**config.mk**
```make
export PLATFORM = sky130hd
export DESIGN_NAME = seq_bit_sampler
export DESIGN_NICKNAME = d
export VERILOG_FILES = /design/src/rtl/seq_bit_sampler_pkg.sv /design/src/rtl/seq_bit_sampler_debounce_filter.sv /design/src/rtl/seq_bit_sampler.sv
export SDC_FILE = /design/constraint.sdc
export NUM_CORES = 1
export LEC_CHECK = 0
export ABC_CLOCK_PERIOD_IN_PS = 2800
export CORE_AREA = 2 2 51 53
export CTS_BUF_LIST = sky130_fd_sc_hd__clkbuf_16
export DETAILED_ROUTE_END_ITERATION = 7
export DIE_AREA = 0 0 53 55
export PLACE_DENSITY = 0.92
export SLEW_MARGIN = 5
export SYNTH_ARGS = -nofsm -noshare
export SYNTH_HDL_FRONTEND = slang
export SYNTH_SLANG_ARGS = --single-unit
```
**constraint.sdc**
```tcl
create_clock -name clk -period 2.8 [get_ports clk]
set_input_delay 0.28 -clock clk [delete_from_list [all_inputs] [get_ports clk]]
set_output_delay 0.28 -clock clk [all_outputs]
set_load 0.01 [all_outputs]
```
**src/rtl/seq_bit_sampler_pkg.sv**
```systemverilog
// Shared constants and helpers for the serial-bit input conditioning stage.
//   SYNC_STAGES      : flops in each input synchroniser
//   DEFAULT_DEBOUNCE : default stable-cycle count for the debounce filters
//   BIT_COUNT_W/MAX  : width and saturation value of the press counter
package seq_bit_sampler_pkg;

    localparam int unsigned SYNC_STAGES      = 2;
    localparam int unsigned DEFAULT_DEBOUNCE = 16;
    localparam int unsigned BIT_COUNT_W      = 8;

    localparam logic [BIT_COUNT_W-1:0] BIT_COUNT_MAX = 8'd255;
    localparam logic [BIT_COUNT_W-1:0] BIT_COUNT_ONE = 8'd1;

    // Increment that sticks at BIT_COUNT_MAX instead of wrapping.
    function automatic logic [BIT_COUNT_W-1:0] sat_inc(input logic [BIT_COUNT_W-1:0] v);
        return (v == BIT_COUNT_MAX) ? v : v + BIT_COUNT_ONE;
    endfunction

endpackage

```
**src/rtl/seq_bit_sampler_debounce_filter.sv**
```systemverilog
// Two-flop synchroniser followed by a stable-count debounce filter.
// Ports:
//   clk    : system clock
//   rst    : synchronous active-high reset
//   raw_in : asynchronous raw level
//   db_out : debounced level; follows the synchronised input only after it has
//            differed from db_out for DEBOUNCE_CYCLES consecutive edges
module debounce_filter
    import seq_bit_sampler_pkg::*;
#(
    parameter int unsigned DEBOUNCE_CYCLES = DEFAULT_DEBOUNCE
) (
    input  logic clk,
    input  logic rst,
    input  logic raw_in,
    output logic db_out
);

    localparam int unsigned CNT_W = $clog2(DEBOUNCE_CYCLES);
    localparam logic [CNT_W-1:0] CNT_LAST = CNT_W'(DEBOUNCE_CYCLES - 1);
    localparam logic [CNT_W-1:0] CNT_ONE  = CNT_W'(1);

    logic [SYNC_STAGES-1:0] sync_q;
    logic                   sync_out;
    logic [CNT_W-1:0]       cnt_q, cnt_d;
    logic                   db_q, db_d;

    assign sync_out = sync_q[SYNC_STAGES-1];

    // Counter only runs while the synchronised input disagrees with the
    // debounced level; any agreement restarts the count.
    always_comb begin
        cnt_d = '0;
        db_d  = db_q;
        if (sync_out != db_q) begin
            if (cnt_q == CNT_LAST) begin
                db_d = sync_out;
            end else begin
                cnt_d = cnt_q + CNT_ONE;
            end
        end
    end

    always_ff @(posedge clk) begin
        if (rst) begin
            sync_q <= '0;
            cnt_q  <= '0;
            db_q   <= 1'b0;
        end else begin
            sync_q <= {sync_q[SYNC_STAGES-2:0], raw_in};
            cnt_q  <= cnt_d;
            db_q   <= db_d;
        end
    end

    assign db_out = db_q;

endmodule

```
**src/rtl/seq_bit_sampler.sv**
```systemverilog
// Conditions a raw data switch and step button into one qualified serial bit
// per button press for the downstream sequence detector.
// Ports:
//   clk       : system clock
//   rst       : synchronous active-high reset
//   data_raw  : asynchronous data switch, value of the bit to enter
//   step_raw  : asynchronous push-button, one bit entered per press
//   data_db   : debounced data level
//   step_db   : debounced button level
//   bit_out   : last entered bit, held until the next entry
//   bit_valid : one-cycle strobe in the cycle bit_out updates
//   history   : entered bits, newest at LSB
//   bit_count : number of bits entered, saturating at 255
module seq_bit_sampler
    import seq_bit_sampler_pkg::*;
#(
    parameter int unsigned DEBOUNCE_CYCLES = DEFAULT_DEBOUNCE,
    parameter int unsigned HIST_W          = 8
) (
    input  logic                   clk,
    input  logic                   rst,
    input  logic                   data_raw,
    input  logic                   step_raw,
    output logic                   data_db,
    output logic                   step_db,
    output logic                   bit_out,
    output logic                   bit_valid,
    output logic [HIST_W-1:0]      history,
    output logic [BIT_COUNT_W-1:0] bit_count
);

    logic                   step_db_q;
    logic                   press;
    logic                   bit_out_q, bit_out_d;
    logic                   bit_valid_q, bit_valid_d;
    logic [HIST_W-1:0]      history_q, history_d;
    logic [BIT_COUNT_W-1:0] bit_count_q, bit_count_d;

    debounce_filter #(
        .DEBOUNCE_CYCLES (DEBOUNCE_CYCLES)
    ) u_data_db (
        .clk    (clk),
        .rst    (rst),
        .raw_in (data_raw),
        .db_out (data_db)
    );

    debounce_filter #(
        .DEBOUNCE_CYCLES (DEBOUNCE_CYCLES)
    ) u_step_db (
        .clk    (clk),
        .rst    (rst),
        .raw_in (step_raw),
        .db_out (step_db)
    );

    // Rising edge of the debounced button; release is ignored.
    assign press = step_db & ~step_db_q;

    // data_db is sampled in the detect cycle, so a data change landing on the
    // same edge as the step rise is already visible here.
    always_comb begin
        bit_valid_d = press;
        bit_out_d   = bit_out_q;
        history_d   = history_q;
        bit_count_d = bit_count_q;
        if (press) begin
            bit_out_d   = data_db;
            history_d   = {history_q[HIST_W-2:0], data_db};
            bit_count_d = sat_inc(bit_count_q);
        end
    end

    always_ff @(posedge clk) begin
        if (rst) begin
            step_db_q   <= 1'b0;
            bit_out_q   <= 1'b0;
            bit_valid_q <= 1'b0;
            history_q   <= '0;
            bit_count_q <= '0;
        end else begin
            step_db_q   <= step_db;
            bit_out_q   <= bit_out_d;
            bit_valid_q <= bit_valid_d;
            history_q   <= history_d;
            bit_count_q <= bit_count_d;
        end
    end

    assign bit_out   = bit_out_q;
    assign bit_valid = bit_valid_q;
    assign history   = history_q;
    assign bit_count = bit_count_q;

endmodule
```
==> summary.txt <==
Outcome
  • Outcome: completed

Die
  • Count of standard-cell rows: 18
  • Die outline area: approximately 0.0029 mm²
  • Number of I/O pins: 24
  • Initial standard-cell utilization of the core: about 50%
  • Die X: 53 µm
  • Die Height: around 55 µm
  • Core Region: 0.00236 mm²

Placed design
  • RD Place Congestion: 0.733
  • Post-Place Cell Area: 0.00146 mm²
  • IO Port Bufs: 23
  • Final HPWL from detailed placement: ~1.8 mm

Clock tree
  • Count of H-tree levels built during CTS: 2
  • Worst-case clock buffer depth: 2
  • Number of buffers inserted during clock tree synthesis: 5
  • CTS clk-pin slew, worst paths: 0.05 ns
  • Clock insertion delay at the later pin of the skew report: approximately 0.28 ns
  • Sink Count: 32
  • Clock tree root driver cell: sky130_fd_sc_hd__clkbuf_16
  • Cts repair resizes: 0
  • TritonCTS clock tree: yes
  • Buffers inserted by post-CTS timing repair: 0
  • CTS hold repair buffers: 0

Yosys
  • Flops & latches, synth: 32
  • Average instance area after synthesis: ~8.9 µm²
  • Post-synth net total: between 100 and 150
  • Cells after synthesis: 136
  • Number of distinct library cell variants in the gate-level netlist after synthesis: 23
  • Number of warnings reported in the yosys synthesis log: 0
  • Syn Std Cell Area: 0.00121 mm²
  • Post-synthesis sequential area ratio: a little over half

Drt
  • Iteration-0 DRC count of the detailed router: 21
  • First drt pass iteration count: 4
  • Wire length after detailed routing: 2.55 mm
  • Detailed-route wire length per cell: about 13 µm
  • Number of nets still failing antenna checks after routing: 0
  • Total number of vias: 1,025
  • Final routed DRC violation total: 0
  • Number of vias per cell: approximately 5.3

Worst setup path
  • Critical Setup Path Class: reg2reg
  • CP Data Arrival Time: approximately 1.9 ns
  • Cell-by-cell listing of the critical path: nor2b_1 -> o21ai_0 -> mux2i_1 -> nor2_1
  • Critical Path Fanout Max: 11
  • Standard cell with the maximum stage delay on the critical path: sky130_fd_sc_hd__nor2b_1
  • Required time worst endpoint: 2.96 ns
  • Category of the worst setup path launch point: register
  • Crit end category: register
  • Max incr delay on CP: 0.60 ns

Global routing
  • Residual overflow from global routing: 0
  • Via count of the first global-routing pass: between 900 and 1,000
  • Overall track demand over capacity in global routing: just over 20%
  • Wire length of the first global-routing pass: around 4 mm
  • Maximum number of pins on one net before global-route repair: 25
  • Antenna violations before repair: 0

Job
  • Max-cap violations: 0

Pwr
  • Leakage component of the power: around 0.57 nW
  • Fraction of power spent switching nets: approximately a fifth
  • Worst ir drop on vdd: around 590 µV
  • Design internal power: 0.000789 W
  • Total power draw: between 0.0009 and 0.001 W
  • Total power divided by cell area: between 600 and 700 mW/mm²
  • Seq pwr share: between 40% and 50%
  • Switching Power: between 0.00015 and 0.0002 W
  • Share of power burned in combinational logic: ~1.6%
  • Part of the total power dissipated in the clock network: 51.4%

STA
  • Setup-violating endpoint count in the final report: 0
  • Relative slew slack: a little over half
  • Max Transition Viols Final: 0
  • Post-route clock skew: 0.00202 ns
  • Fmax: approximately 580 MHz
  • Post-route setup TNS: 0 ns
  • Final clock period utilization by the worst path: about 62%
  • Hold violation total from the final report: 0
  • Worst slew pin tran: 0.679 ns
  • RSZ-0062 raised after global routing: false
  • Final worst path period need: ~1.7 ns

Layout
  • Utilization after layout: roughly 68%
  • Synthesis-to-layout area growth: 32.0%
  • Post-Layout Inst Area: around 0.0016 mm²
  • Number of inserted diodes: 0
  • Nets@finish: 168
  • Fraction of layout instances using a drive strength above 1: under 10%

Worst hold path
  • Type of the most critical hold path: reg2reg
## state kept, by name, summed over array words and instances, names as in the netlist
register / cells
bit_count: 8
bit_valid: 1
history: 8
step_db_q: 1
u_data_db.cnt_q: 4
u_data_db.db_out: 1
u_data_db.sync_q: 2
u_step_db.cnt_q: 4
u_step_db.db_out: 1
u_step_db.sync_q: 2
## synth_stat cells
| library cell | instances | share of area [%] |
|---|---|---|
| sky130_fd_sc_hd__a21oi_1 | 11 | 4.5 |
| sky130_fd_sc_hd__and3_1 | 1 | 0.52 |
| sky130_fd_sc_hd__buf_4 | 1 | 0.62 |
| sky130_fd_sc_hd__clkbuf_1 | 5 | 1.5 |
| sky130_fd_sc_hd__dfxtp_1 | 32 | 53 |
| sky130_fd_sc_hd__ha_1 | 3 | 3.1 |
| sky130_fd_sc_hd__inv_1 | 3 | 0.93 |
| sky130_fd_sc_hd__mux2i_1 | 5 | 4.1 |
| sky130_fd_sc_hd__nand2_1 | 20 | 6.2 |
| sky130_fd_sc_hd__nand2b_1 | 2 | 1.0 |
| sky130_fd_sc_hd__nand2b_2 | 1 | 0.72 |
| sky130_fd_sc_hd__nand3_1 | 6 | 2.5 |
| sky130_fd_sc_hd__nand4_1 | 2 | 1.0 |
| sky130_fd_sc_hd__nor2_1 | 17 | 5.3 |
| sky130_fd_sc_hd__nor2b_1 | 7 | 3.6 |
| sky130_fd_sc_hd__nor3_1 | 4 | 1.7 |
| sky130_fd_sc_hd__o21ai_0 | 3 | 1.2 |
| sky130_fd_sc_hd__o31ai_1 | 2 | 1.2 |
| sky130_fd_sc_hd__or2_1 | 1 | 0.52 |
| sky130_fd_sc_hd__or3_1 | 2 | 1.0 |
| sky130_fd_sc_hd__or4_1 | 1 | 0.62 |
| sky130_fd_sc_hd__xnor2_1 | 3 | 2.2 |
| sky130_fd_sc_hd__xor2_1 | 4 | 2.9 |
## worst max-delay path, delay by kind of cell (launching register included)
kind | cells | cell delay, ns
AOI/OAI and AO/OA | 1 | 0.32
DFF | 1 | 0.44
muxes | 1 | 0.22
and+or+nand+nor | 2 | 0.65
## per-stage QoR
step	setup slack [ns]	instances	hold WS, ns
floorplan	1.32	136	0.408
global placement	1.17	184	0.427
detailed placement	1.05	184	0.430
CTS	1.06	192	0.441
global route	0.897	192	0.463
finish	1.06	192	0.435
## kinds of logic (layout without fill, tap and decap cells)
kind of cell               after synthesis  count (layout)  synth area share (%)
AOI/OAI and AO/OA                       16              16                  7.02
xor gates and xnor gates                 7               7                  5.06
adders and majority gates                3               3                  3.10
buffers and inverters                    9              35                  3.10
DFF                                     32              32                  52.9
muxes                                    5               5                  4.13
and+or+nand+nor                         64              64                  24.7
## cell type report
| type | instances | area, µm² |
|---|---|---|
| inverters | 3 | 11.3 |
| multi-input cells | 95 | 533 |
| flip-flops and latches | 32 | 641 |
| clock inverters | 3 | 13.8 |
| repair buffers | 24 | 238 |
| clock buffers | 5 | 125 |
| fillers | 184 | 766 |
| well taps | 30 | 37.5 |
## worst paths after layout
kind / depth (start not counted) / startpoint / slack, ns / end
min reg2reg: 1 / u_step_db.sync_q[0] / 0.43 / u_step_db.sync_q[1]
max reg2reg: 4 / u_step_db.db_out / 1.06 / bit_count[1]
max: 4 / u_step_db.db_out / 1.06 / bit_count[1]
min: 1 / u_step_db.sync_q[0] / 0.43 / u_step_db.sync_q[1]
## routing by layer
metal | part of all wire [%] | vias to the layer above | track usage, % | wire, µm
li1 | - | 498 | - | -
met1 | 39 | 486 | 21.0 | 982
met2 | 53 | 31 | 34.8 | 1360
met3 | 5.0 | 10 | 5.65 | 128
met4 | 2.9 | 0 | 15.4 | 75
met5 | 0 | - | 0 | 0
## placed cells by master (no fill, tap or decap), drive strengths merged, types with 3 or more instances in the layout
master / count
xor2: 4
o21ai: 3
inv: 3
nor2b: 7
nand2b: 3
nor2: 17
clkinv: 3
nand3: 6
xnor2: 3
dfxtp: 32
nand2: 20
mux2i: 5
ha: 3
clkdlybuf4s50: 23
nor3: 4
a21oi: 11
clkbuf: 5
## power groups by stage
stage          clock, W  combinational (W)  sequential, W
3_3_place_gp          0          0.0000153       0.000470
3_5_place_dp          0          0.0000162       0.000471
6_report       0.000505          0.0000159       0.000462
4_1_cts        0.000512          0.0000162       0.000462
2_1_floorplan         0         0.00000960       0.000470
5_1_grt        0.000529          0.0000177       0.000462
Power figures use the tool's default switching activity.
